==> config.mk <==
export PLATFORM = sky130hd
export DESIGN_NAME = if_stage
export DESIGN_NICKNAME = d
export VERILOG_FILES = /design/src/rtl/if_stage_pkg.sv /design/src/rtl/if_stage.sv
export SDC_FILE = /design/constraint.sdc
export NUM_CORES = 1
export LEC_CHECK = 0
export CELL_PAD_IN_SITES_DETAIL_PLACEMENT = 0
export CELL_PAD_IN_SITES_GLOBAL_PLACEMENT = 1
export CORE_MARGIN = 2
export CORE_UTILIZATION = 30
export DETAILED_ROUTE_END_ITERATION = 10
export PLACE_DENSITY_LB_ADDON = 0.3
export SYNTH_ARGS = -nofsm -noshare
export SYNTH_HDL_FRONTEND = slang
export SYNTH_SLANG_ARGS = --single-unit
==> constraint.sdc <==
create_clock -name clk -period 4.6 [get_ports clk]
set_input_delay 0.69 -clock clk [delete_from_list [all_inputs] [get_ports clk]]
set_output_delay 0.69 -clock clk [all_outputs]
set_load 0.005 [all_outputs]
==> src/rtl/if_stage_pkg.sv <==
// Shared definitions for the instruction-fetch stage: IF state encoding,
// boot / exception vectors shared with CP0, and small address helpers.
package if_stage_pkg;

   typedef enum logic [1:0] {
      ST_REQ  = 2'd0,   // presenting (or about to present) a fetch address
      ST_WAIT = 2'd1,   // address accepted, waiting for read data
      ST_HOLD = 2'd2    // one instruction buffered and offered to ID
   } if_state_t;

   localparam logic [31:0] IF_RESET_PC   = 32'hBFC0_0000;
   localparam logic [31:0] EXC_VEC_BOOT  = 32'hBFC0_0380;
   localparam logic [31:0] EXC_VEC_NORM  = 32'h8000_0180;

   // A fetch address is legal only when word aligned.
   function automatic logic pc_aligned(input logic [31:0] pc);
      return (pc[1:0] == 2'b00);
   endfunction

endpackage

==> src/rtl/if_stage.sv <==
// Instruction-fetch stage: owns the PC, drives the SRAM-like instruction
// bus, buffers one fetched instruction for ID, and handles branch delay
// slots and exception/eret flushes (including discarding a stale response).
module if_stage
   import if_stage_pkg::*;
#(
   parameter logic [31:0] RESET_PC = IF_RESET_PC
) (
   input  logic        clk,
   input  logic        resetn,
   input  logic        if_id_stall,
   input  logic        exc_oc,
   input  logic [31:0] exc_pc,
   input  logic        br_taken,
   input  logic [31:0] br_target,
   output logic        inst_req,
   output logic [31:0] inst_addr,
   input  logic        inst_addr_ok,
   input  logic        inst_data_ok,
   input  logic [31:0] inst_rdata,
   output logic        if_valid,
   output logic [31:0] if_pc,
   output logic [31:0] if_inst,
   output logic        if_adel
);

   if_state_t   state_r,      state_nxt_s;
   logic [31:0] pc_r,         pc_nxt_s;
   logic        drop,         drop_nxt_s;
   logic        br_pend,      br_pend_nxt_s;
   logic [31:0] br_tgt_q,     br_tgt_nxt_s;
   logic [31:0] req_addr_q,   req_addr_nxt_s;
   logic        inst_req_r,   inst_req_nxt_s;
   logic        if_valid_r,   if_valid_nxt_s;
   logic [31:0] if_pc_r,      if_pc_nxt_s;
   logic [31:0] if_inst_r,    if_inst_nxt_s;
   logic        if_adel_r,    if_adel_nxt_s;

   logic        fire_s;
   logic        br_acc_s;
   logic        addr_hs_s;
   logic [31:0] npc_s;

   assign inst_req  = inst_req_r;
   assign inst_addr = req_addr_q;
   assign if_valid  = if_valid_r;
   assign if_pc     = if_pc_r;
   assign if_inst   = if_inst_r;
   assign if_adel   = if_adel_r;

   // Next-state and next-output logic for the fetch FSM and its buffer.
   always_comb begin
      state_nxt_s    = state_r;
      pc_nxt_s       = pc_r;
      drop_nxt_s     = drop;
      br_pend_nxt_s  = br_pend;
      br_tgt_nxt_s   = br_tgt_q;
      req_addr_nxt_s = req_addr_q;
      inst_req_nxt_s = inst_req_r;
      if_valid_nxt_s = if_valid_r;
      if_pc_nxt_s    = if_pc_r;
      if_inst_nxt_s  = if_inst_r;
      if_adel_nxt_s  = if_adel_r;

      fire_s    = if_valid_r && !if_id_stall;
      br_acc_s  = br_taken && !if_id_stall && !exc_oc;
      addr_hs_s = inst_req_r && inst_addr_ok;
      // A branch accepted in the delay slot's own fire cycle wins over a pending one.
      if (br_acc_s) begin
         npc_s = br_target;
      end else if (br_pend) begin
         npc_s = br_tgt_q;
      end else begin
         npc_s = pc_r + 32'd4;
      end

      if (exc_oc) begin
         // Flush: redirect, forget any pending branch, kill what is in flight.
         pc_nxt_s      = exc_pc;
         br_pend_nxt_s = 1'b0;
         case (state_r)
            ST_REQ: begin
               if (inst_req_r) begin
                  // The outstanding address must still complete; its data is discarded.
                  drop_nxt_s = 1'b1;
                  if (addr_hs_s) begin
                     state_nxt_s    = ST_WAIT;
                     inst_req_nxt_s = 1'b0;
                  end else begin
                     state_nxt_s    = ST_REQ;
                  end
               end else begin
                  state_nxt_s = ST_REQ;
               end
            end
            ST_WAIT: begin
               if (inst_data_ok) begin
                  drop_nxt_s     = 1'b0;
                  state_nxt_s    = ST_REQ;
                  inst_req_nxt_s = pc_aligned(exc_pc);
                  req_addr_nxt_s = exc_pc;
               end else begin
                  drop_nxt_s     = 1'b1;
               end
            end
            ST_HOLD: begin
               state_nxt_s    = ST_REQ;
               if_valid_nxt_s = 1'b0;
               inst_req_nxt_s = pc_aligned(exc_pc);
               req_addr_nxt_s = exc_pc;
            end
            default: begin
               state_nxt_s    = ST_REQ;
               inst_req_nxt_s = 1'b0;
               if_valid_nxt_s = 1'b0;
            end
         endcase
      end else begin
         // Branch seen before its delay slot fires: remember the target.
         if (br_acc_s && !fire_s) begin
            br_pend_nxt_s = 1'b1;
            br_tgt_nxt_s  = br_target;
         end else begin
            br_tgt_nxt_s  = br_tgt_q;
         end
         case (state_r)
            ST_REQ: begin
               if (inst_req_r) begin
                  if (addr_hs_s) begin
                     state_nxt_s    = ST_WAIT;
                     inst_req_nxt_s = 1'b0;
                  end else begin
                     state_nxt_s    = ST_REQ;
                  end
               end else if (!pc_aligned(pc_r)) begin
                  // Misaligned PC: no bus cycle, deliver an AdEL marker instead.
                  state_nxt_s    = ST_HOLD;
                  if_valid_nxt_s = 1'b1;
                  if_pc_nxt_s    = pc_r;
                  if_inst_nxt_s  = 32'h0000_0000;
                  if_adel_nxt_s  = 1'b1;
               end else begin
                  inst_req_nxt_s = 1'b1;
                  req_addr_nxt_s = pc_r;
               end
            end
            ST_WAIT: begin
               if (inst_data_ok) begin
                  if (drop) begin
                     drop_nxt_s     = 1'b0;
                     state_nxt_s    = ST_REQ;
                     inst_req_nxt_s = pc_aligned(pc_r);
                     req_addr_nxt_s = pc_r;
                  end else begin
                     state_nxt_s    = ST_HOLD;
                     if_valid_nxt_s = 1'b1;
                     if_pc_nxt_s    = pc_r;
                     if_inst_nxt_s  = inst_rdata;
                     if_adel_nxt_s  = 1'b0;
                  end
               end else begin
                  state_nxt_s = ST_WAIT;
               end
            end
            ST_HOLD: begin
               if (fire_s) begin
                  pc_nxt_s       = npc_s;
                  br_pend_nxt_s  = 1'b0;
                  state_nxt_s    = ST_REQ;
                  if_valid_nxt_s = 1'b0;
                  inst_req_nxt_s = pc_aligned(npc_s);
                  req_addr_nxt_s = npc_s;
               end else begin
                  state_nxt_s    = ST_HOLD;
               end
            end
            default: begin
               state_nxt_s    = ST_REQ;
               inst_req_nxt_s = 1'b0;
               if_valid_nxt_s = 1'b0;
            end
         endcase
      end
   end

   // State, PC, bus request and output buffer registers with synchronous reset.
   always_ff @(posedge clk) begin
      if (!resetn) begin
         state_r    <= ST_REQ;
         pc_r       <= RESET_PC;
         drop       <= 1'b0;
         br_pend    <= 1'b0;
         br_tgt_q   <= 32'h0000_0000;
         req_addr_q <= RESET_PC;
         inst_req_r <= 1'b0;
         if_valid_r <= 1'b0;
         if_pc_r    <= 32'h0000_0000;
         if_inst_r  <= 32'h0000_0000;
         if_adel_r  <= 1'b0;
      end else begin
         state_r    <= state_nxt_s;
         pc_r       <= pc_nxt_s;
         drop       <= drop_nxt_s;
         br_pend    <= br_pend_nxt_s;
         br_tgt_q   <= br_tgt_nxt_s;
         req_addr_q <= req_addr_nxt_s;
         inst_req_r <= inst_req_nxt_s;
         if_valid_r <= if_valid_nxt_s;
         if_pc_r    <= if_pc_nxt_s;
         if_inst_r  <= if_inst_nxt_s;
         if_adel_r  <= if_adel_nxt_s;
      end
   end

endmodule

==> run_results.csv, run 1 <==
group,metric,value,unit
outcome,status,"finished clean",
detailed_routing,initialDrtViolationCount,703,
detailed_routing,drc,0,
final_layout,fin_area,0.01149,mm²
power,ir_worst_vdd,0.0002061,V
job,cap_violations,0,
critical_path,worst_ep_arrival_time,3.48,ns
synthesis,ys_seq_area_share,38.81,%
die,ios,202,
clocking,cts_max_level,4,
critical_path,start_kind,"flop",
global_route,grt_pass1_wl,50000,µm
synthesis,async_flop_share,0,%
power,powerDensity,354.1,mW/mm²
place,dpl_cell_area,0.01089,mm²
synthesis,synth_enable_flop_cells,0,
clocking,cts_sinks,167,
global_route,antenna_found_initial,1,
die,core_area,0.02847,mm²
place,gp_congestion,0.8723,
final_layout,n_fill_cell,2987,
detailed_routing,dr.pass1.iters,5,
detailed_routing,post_drt_wl_per_cell,19.05,µm
power,p_leak,3.898,nW
die,die-height,173.5,µm
timing,max_freq,319.6,MHz
detailed_routing,via_per_inst,5.360,
synthesis,synth_warnings,0,
synthesis,ys_ff_latch,167,
die,start_util,30.26,%
synthesis,syn_inst,1154,
timing,finalClockSkew,0.01344,ns
clocking,path_clk_slew,0.08,ns
place,hpwl,22260,µm
clocking,cts_setup_buffers,0,
detailed_routing,vias,9048,
place,io_buffers,201,
clocking,cts_tree,"built",
timing,slew_violations,0,
final_layout,antenna_cells,0,
power,power.total,0.004067,W
timing,hold_viol,0,
critical_path,worst-path-max-fanout,11,
die,die_area,0.03009,mm²
global_route,grt_max_degree,82,
critical_path,path_class,"reg -> reg",
timing,post-route-period-util,68.01,%
final_layout,syn_to_final_growth,33.33,%
synthesis,syn_area,0.008615,mm²
synthesis,synth_fp_nets,1262,
detailed_routing,totalWireLength,32150,µm
timing,finalSetupViolCount,0,
clocking,numCtsBuffers,17,
clocking,post_cts_resized,0,
synthesis,yosysUniqueCellTypes,66,
timing,slew_headroom,20.42,%
final_layout,fin_nets,1399,
clocking,hold_buffers,0,
timing,period_needed,3.129,ns
global_route,grt_pass1_vias,8588,
global_route,track_usage,20.96,%
clocking,clk_path_buf_depth,2,
die,row_count,62,
critical_path,end_kind,"flop",
die,die_x,173.5,µm
critical_path,worstPathRequired,4.95,ns
synthesis,ys.flop_type,"dfxtp_1",
min_path,holdCritPathClass,"reg -> reg",
timing,worst_slew_pin_slew,1.191,ns
clocking,root_buffer,"clkbuf_16",
clocking,clk-insertion-delay-late,0.44,ns
synthesis,syn_area_per_cell,7.465,µm²
global_route,overflow,0,
final_layout,final_layout_size_suffix_gt1_share,6.748,%
timing,fin_tns_setup,0,ns
timing,rsz0062_at_grt,"no",
detailed_routing,ant_nets,0,
worst paths after layout:
| check | from | endpoint | slack, ns | cells after the start |
|---|---|---|---|---|
| setup / recovery | state_r[0]$_SDFFE_PN0P_ | pc_r[31]$_SDFFE_PN1P_ | 1.47 | 8 |
| hold / removal | if_inst[2]$_SDFFE_PN0P_ | if_inst[2]$_SDFFE_PN0P_ | 0.45 | 2 |
| setup reg to reg | state_r[0]$_SDFFE_PN0P_ | pc_r[31]$_SDFFE_PN1P_ | 1.47 | 8 |
| hold reg to reg | if_inst[2]$_SDFFE_PN0P_ | if_inst[2]$_SDFFE_PN0P_ | 0.45 | 2 |
per-stage QoR:
stage | setup slack, ns | util, % | hold slack (ns) | std cells
global placement | 1.395 | 38.24 | 0.4363 | 1656
finish | 1.472 | 40.34 | 0.4495 | 1688
floorplan | 2.256 | - | 0.4319 | 1154
detailed placement | 1.348 | 38.24 | 0.4424 | 1656
CTS | 1.531 | 40.34 | 0.4516 | 1688
global route | 1.218 | 40.34 | 0.4674 | 1688
flip-flops by register name, summed over array words and instances, names as in the netlist:
signal,count
inst_addr,32
state_r,2
pc_r,32
br_tgt_q,32
if_inst,32
if_adel,1
if_pc,32
drop,1
br_pend,1
if_valid,1
inst_req,1
synthesized netlist by cell type (9+ instances only):
library cell | number | area (µm²)
buf_1 | 15 | 56.30
a22oi_1 | 11 | 82.58
nor2_1 | 56 | 210.2
dfxtp_1 | 167 | 3343
mux2i_1 | 11 | 110.1
nand4_1 | 10 | 62.56
or3_1 | 17 | 106.4
nand2b_1 | 11 | 68.82
a21boi_0 | 18 | 135.1
a31oi_1 | 12 | 75.07
a211oi_1 | 18 | 135.1
o211ai_1 | 10 | 75.07
nand3_1 | 60 | 300.3
xnor2_1 | 16 | 140.1
a21oi_1 | 139 | 695.7
clkbuf_1 | 85 | 319.1
o21ai_0 | 75 | 375.4
inv_1 | 10 | 37.54
nor3_1 | 13 | 65.06
and3_1 | 9 | 56.30
nand2_1 | 234 | 878.3
power breakdown:
part	total [W]	switching (W)	internal [W]
clock	0.00149	0.000705	0.000789
combinational	0.000907	0.000494	0.000413
sequential	0.00167	0.000107	0.00156
total	0.00407	0.00131	0.00276
critical path, stage by stage, from the launching register on:
cell,delay (ns)
dfxtp_1,0.34
inv_1,0.08
ha_1,0.26
nor2b_1,0.96
nand2_1,0.65
nor2_1,0.37
and3_4,0.24
o21ai_2,0.05
o311ai_1,0.10
layout make-up:
class	instances	area, µm²	share of cell area, %
multi-input cells	866	4817	41.94
repair buffers	228	2205	19.19
clock inverters	14	158.9	1.383
flip-flops and latches	167	3343	29.11
inverters	11	42.54	0.3704
well taps	384	480.5	4.183
clock buffers	18	439.2	3.824
logic make-up after synthesis:
group           share of synthesized area, %
fa+ha+maj                             0.7262
flops                                  38.81
xor+xnor                               2.440
simple gates                           24.42
buf+inv                                5.418
compound gates                         26.65
mux                                    1.540
layout by cell type, fill, tap and decap left out, types with 7 or more instances in the layout:
cell type	n
a211oi_1	18
a21boi_0	18
a21oi_1	138
a221oi_1	7
a22oi_1	11
a31o_2	7
a31oi_1	12
and3_1	9
buf_4	27
clkbuf_16	17
clkdlybuf4s50_1	199
dfxtp_1	167
inv_1	9
mux2i_1	11
nand2_1	233
nand2b_1	11
nand3_1	60
nand4_1	10
nor2_1	55
nor3_1	13
nor4_1	8
o211ai_1	10
o21a_1	8
o21ai_0	75
o22ai_1	8
o31ai_1	7
or3_1	17
xnor2_1	16
xor2_1	8
per-layer routing:
layer | vias to the layer above | share of wire [%] | track usage (%)
met5 | - | 0.037 | 0
met4 | 2 | 1.8 | 6.215
met3 | 40 | 6.7 | 4.605
met2 | 314 | 44 | 32.23
met1 | 4295 | 48 | 29.33
li1 | 4397 | - | -
Power figures use the tool's default switching activity.
==> run 2: changes to the inputs <==
- clock period: 4.6 -> 3.1 ns (I/O delays scaled with it)
==> run 2 against run 1 <==
Against the previous run:
- sequential cell count stayed put
- power is 47% higher
- core utilization is 0.51 points higher
- non-clock buffer count is 14 higher
- largest power group unchanged
- sequential power is 47% higher
- critical path depth is 1 lower
- combinational power is 54% higher
- first-iteration DRC count is 2.3% higher
- final area is 1.3% higher
- clock skew hardly changed
==> run_results.csv, run 2 (synthesis gave the netlist of run 1 again) <==
group,metric,value,unit
outcome,status,"finished clean",
clocking,hold_buffers,0,
final_layout,n_fill_cell,2987,
die,core_area,0.02847,mm²
clocking,numCtsBuffers,17,
detailed_routing,totalWireLength,32390,µm
power,intPower,0.004050,W
detailed_routing,dr.pass1.iters,5,
place,gp_congestion,0.8658,
power,pwr-share-clk,35.5,%
die,die_area,0.03009,mm²
global_route,overflow,0,
die,start_util,30.26,%
final_layout,final_cell_mix,"nand2_1 (233), clkdlybuf4s50_1 (199), dfxtp_1 (167)",
clocking,cts_setup_buffers,0,
final_layout,fin_nets,1413,
timing,hold_viol,0,
power,p_leak,3.975,nW
place,hpwl,22590,µm
die,ios,202,
detailed_routing,ant_nets,0,
clocking,cts_max_level,4,
power,power.total,0.005989,W
timing,hold_ws,0.4509,ns
detailed_routing,post_drt_wl_per_cell,19.02,µm
global_route,track_usage,21.19,%
power,switchingPower,0.001939,W
power,ir_worst_vdd,0.0002816,V
critical_path,cp_top_family,"simple AND/OR/NAND/NOR gates",
timing,worst_slew_pin_slew,1.097,ns
detailed_routing,via_per_inst,5.311,
clocking,clk_path_buf_depth,2,
die,die_x,173.5,µm
global_route,grt_max_degree,82,
clocking,cts_tree,"built",
final_layout,layout.cells.most_common,"nand2_1",
power,swShare,32.38,%
power,p_seq_share,41.0,%
timing,post-route-period-util,90.98,%
critical_path,cp_num_cells,7,
clocking,post_cts_resized,0,
timing,slew_headroom,26.59,%
detailed_routing,vias,9044,
clocking,clk-insertion-delay-late,0.44,ns
critical_path,max_stage_delay,0.57,ns
critical_path,critPathBufInv,0,
place,placed_cells,1670,
timing,fin_tns_setup,0,ns
clocking,root_buffer,"clkbuf_16",
timing,rsz0062_at_grt,"no",
critical_path,path_cells,"ha_1 -> and3_1 -> nand4_4 -> nor4_1 -> xor2_1 -> a2111oi_0 -> o311ai_0",
die,die-height,173.5,µm
power,p_comb_share,23.4,%
job,cap_violations,0,
critical_path,ff2ff_path_depth,7,
die,row_count,62,
critical_path,worst_ep_arrival_time,3.12,ns
critical_path,path_class,"reg -> reg",
global_route,antenna_found_initial,0,
timing,period_needed,2.820,ns
power,powerDensity,515.0,mW/mm²
place,io_buffers,201,
timing,finalClockSkew,0.01303,ns
detailed_routing,initialDrtViolationCount,719,
critical_path,worstPathRequired,3.40,ns
timing,slew_violations,0,
critical_path,end_kind,"flop",
final_layout,final_layout_size_suffix_gt1_share,7.663,%
min_path,hold_path_depth,2,
final_layout,syn_to_final_growth,35.00,%
final_layout,stdcell_count,1703,
critical_path,worst-path-max-fanout,10,
global_route,grt_pass1_vias,8556,
clocking,cts_sinks,167,
critical_path,cp_slowest_cell,"dfxtp_1",
clocking,path_clk_slew,0.08,ns
critical_path,start_kind,"flop",
timing,max_freq,354.6,MHz
timing,finalSetupViolCount,0,
detailed_routing,drc,0,
min_path,holdCritPathClass,"reg -> reg",
global_route,grt_pass1_wl,50410,µm
==> run 2: cell types whose count changed in the layout (fill, tap and decap cells not counted), sizes merged <==
cell    before  now
clkinv       5    4
clkbuf      18   19
bufinv       1    0
diode        0    1
buf         29   43
inv         17   18
==> run 2: path summary, 6_finish.rpt <==
path                                  from                         end  slack (ns)
setup / recovery      pc_r[2]$_SDFFE_PN0P_  inst_addr[26]$_SDFFE_PN1P_        0.28
hold / removal    if_inst[15]$_SDFFE_PN0P_    if_inst[15]$_SDFFE_PN0P_        0.45
setup reg to reg      pc_r[2]$_SDFFE_PN0P_  inst_addr[26]$_SDFFE_PN1P_        0.28
hold reg to reg   if_inst[15]$_SDFFE_PN0P_    if_inst[15]$_SDFFE_PN0P_        0.45
==> run 2: layer usage <==
| metal | up-vias | part of all wire (%) | global-route usage (%) |
|---|---|---|---|
| met5 | - | 0 | 0 |
| met4 | 0 | 1.9 | 6.780 |
| met3 | 40 | 7.0 | 4.627 |
| met2 | 332 | 43 | 32.17 |
| met1 | 4249 | 48 | 29.82 |
| li1 | 4423 | - | - |
==> run 2: through the flow <==
step	setup WS, ns	instance area, µm²	utilization (%)
2_1_floorplan	0.7556	8615	-
3_3_place_gp	0.2915	11060	38.83
3_5_place_dp	0.2233	11060	38.83
4_1_cts	0.2579	11630	40.84
5_1_grt	0.05439	11630	40.84
6_report	0.2796	11630	40.85
==> run 2: worst register-to-register path: cells and delay by family (launching register included) <==
kind,cells,cell delay [ns]
AO/OA/AOI/OAI,2,0.59
XOR/XNOR,1,0.15
adder cells (fa/ha/maj),1,0.34
flip-flops,1,0.57
AND/OR/NAND/NOR,3,1.04
==> run 2: power by group through the flow <==
stage	clock network [W]	registers, W	logic, W
floorplan	0	0.00246	0.000718
global placement	0	0.00251	0.00140
detailed placement	0	0.00251	0.00140
CTS	0.00218	0.00246	0.00141
global route	0.00225	0.00248	0.00153
finish	0.00213	0.00246	0.00140
==> run 2: final cells by class <==
class	instances	area [µm²]	area share (%)
Clock inverter	13	128.9	1.108
Timing Repair Buffer	242	2372	20.40
Sequential cell	167	3343	28.75
Antenna cell	1	2.502	0.02152
Clock buffer	19	442.9	3.809
Tap cell	384	480.5	4.131
Multi-Input combinational cell	866	4817	41.42
Inverter	11	42.54	0.3658
==> run 3: changes to the inputs <==
- DONT_BUFFER_PORTS: not set -> 1
==> run 3 against run 2 <==
Against the previous run:
- core utilization decreased by 7.4 points
- clock skew increased by 0.0027 ns
- worst setup slack gained 0.12 ns
- sequential share of layout area is 6.3 points higher
- register-to-register slack improved by 0.12 ns
- sequential cell count unchanged
- first-iteration DRC count is 7.2% higher
- final area fell by 18%
- power fell by 8.4%
- critical path type unchanged
- largest cell class unchanged
- largest power group unchanged
==> run_results.csv, run 3 (synthesis gave the netlist of run 1 again) <==
group,metric,value,unit
timing,hold_viol,0,
timing,worst_slew_pin_slew,0.6130,ns
final_layout,antenna_cells,0,
detailed_routing,drc,0,
detailed_routing,post_drt_wl_per_cell,21.72,µm
timing,slew_headroom,58.70,%
final_layout,final_layout_size_suffix_gt1_share,8.528,%
die,die_x,173.5,µm
final_layout,final_cell_mix,"nand2_1 (233), dfxtp_1 (167), a21oi_1 (138)",
critical_path,end_kind,"flop",
global_route,track_usage,21.26,%
place,dpl_cell_area,0.008984,mm²
final_layout,syn_to_final_growth,10.62,%
min_path,hold_path_depth,1,
critical_path,worstPathRequired,3.40,ns
global_route,overflow,0,
global_route,grt_pass1_wl,49450,µm
detailed_routing,totalWireLength,32540,µm
final_layout,layout.cells.most_common,"nand2_1",
place,io_buffers,0,
clocking,path_clk_slew,0.07,ns
min_path,hp-start,"resetn",
critical_path,path_cells,"ha_1 -> and3_1 -> nand4_4 -> nor4_1 -> xor2_1 -> a2111oi_0 -> o311ai_0",
timing,hold_ws,0.1463,ns
min_path,holdCritPathClass,"in -> reg",
die,core_area,0.02847,mm²
clocking,clk-insertion-delay-late,0.44,ns
clocking,hold_buffers,0,
timing,slew_violations,0,
place,hpwl,22320,µm
timing,fin_tns_setup,0,ns
global_route,grt_pass1_vias,7975,
timing,finalSetupViolCount,0,
detailed_routing,vias,8383,
timing,period_needed,2.696,ns
timing,max_freq,370.9,MHz
clocking,root_buffer,"clkbuf_16",
die,row_count,62,
clocking,cts_max_level,4,
final_layout,seqCellArea,0.003343,mm²
clocking,numCtsBuffers,17,
critical_path,reg2reg_from,"pc_r[2]$_SDFFE_PN0P_",
critical_path,worst-path-max-fanout,10,
timing,post-route-period-util,86.97,%
critical_path,ff2ff_path_depth,7,
critical_path,start_kind,"flop",
detailed_routing,ant_nets,0,
die,start_util,30.26,%
die,die-height,173.5,µm
clocking,clk_path_buf_depth,2,
global_route,grt_max_degree,95,
detailed_routing,initialDrtViolationCount,771,
place,gp_congestion,0.8524,
die,ios,202,
power,powerDensity,575.5,mW/mm²
clocking,cts_setup_buffers,0,
critical_path,path_class,"reg -> reg",
timing,finalClockSkew,0.01571,ns
critical_path,max_stage_delay,0.54,ns
detailed_routing,dr.pass1.iters,5,
job,cap_violations,0,
power,p_leak,3.173,nW
final_layout,fin_area,0.009529,mm²
clocking,cts_sinks,167,
die,die_area,0.03009,mm²
critical_path,cp-startpoint,"pc_r[2]$_SDFFE_PN0P_",
final_layout,fin_nets,1209,
critical_path,cp_slowest_cell,"nor4_1",
critical_path,worst_ep_arrival_time,3.00,ns
timing,rsz0062_at_grt,"no",
detailed_routing,via_per_inst,5.596,
outcome,status,"finished clean",
clocking,cts_tree,"built",
final_layout,multi_input_area,0.004820,mm²
global_route,antenna_found_initial,0,
power,ir_worst_vdd,0.0003473,V
clocking,post_cts_resized,0,
final_layout,n_fill_cell,3063,
## run 3: power breakdown
part | switching (W) | internal [W]
combinational | 0.000615 | 0.000336
sequential | 0.000188 | 0.00231
clock | 0.000968 | 0.00106
## run 3: per-stage QoR
stage               power, W  setup WS [ns]  instances  utilization [%]
floorplan           0.003177         0.7556       1154                -
global placement    0.003499         0.5087       1466            31.55
detailed placement  0.003501         0.4184       1466            31.55
CTS                 0.005542         0.3942       1498            33.47
global route        0.005754         0.2232       1498            33.47
finish              0.005484         0.4038       1498            33.47
## run 3: worst max-delay path, delay by kind of cell (launching register included)
family                   cells  cell delay (ns)
flip-flops                   1             0.53
AND/OR/NAND/NOR              3             1.06
XOR/XNOR                     1             0.15
adder cells (fa/ha/maj)      1             0.32
AO/OA/AOI/OAI                2             0.51
## run 3: routing by layer
| metal | global-route usage (%) | vias up | routed length, µm |
|---|---|---|---|
| met3 | 6.645 | 36 | 3097 |
| met5 | 0 | - | 0 |
| met4 | 6.815 | 0 | 639 |
| met2 | 32.25 | 305 | 14220 |
| met1 | 28.71 | 4033 | 14590 |
| li1 | - | 4009 | - |
## run 3: final timing paths
| kind | end | slack, ns |
|---|---|---|
| min reg2reg | br_tgt_q[13]$_SDFFE_PN0P_ | 0.45 |
| min | pc_r[29]$_SDFFE_PN1P_ | 0.15 |
| max reg2reg | inst_addr[26]$_SDFFE_PN1P_ | 0.40 |
| max | inst_addr[26]$_SDFFE_PN1P_ | 0.40 |
## run 3: layout make-up
class                      instances  share of cell area [%]
multi-input combinational        866                   50.58
sequential                       167                   35.08
tap                              384                   5.042
clock buffer                      21                   4.727
timing repair buffer              38                   3.125
clock inverter                    11                  0.9979
inverter                          11                  0.4464
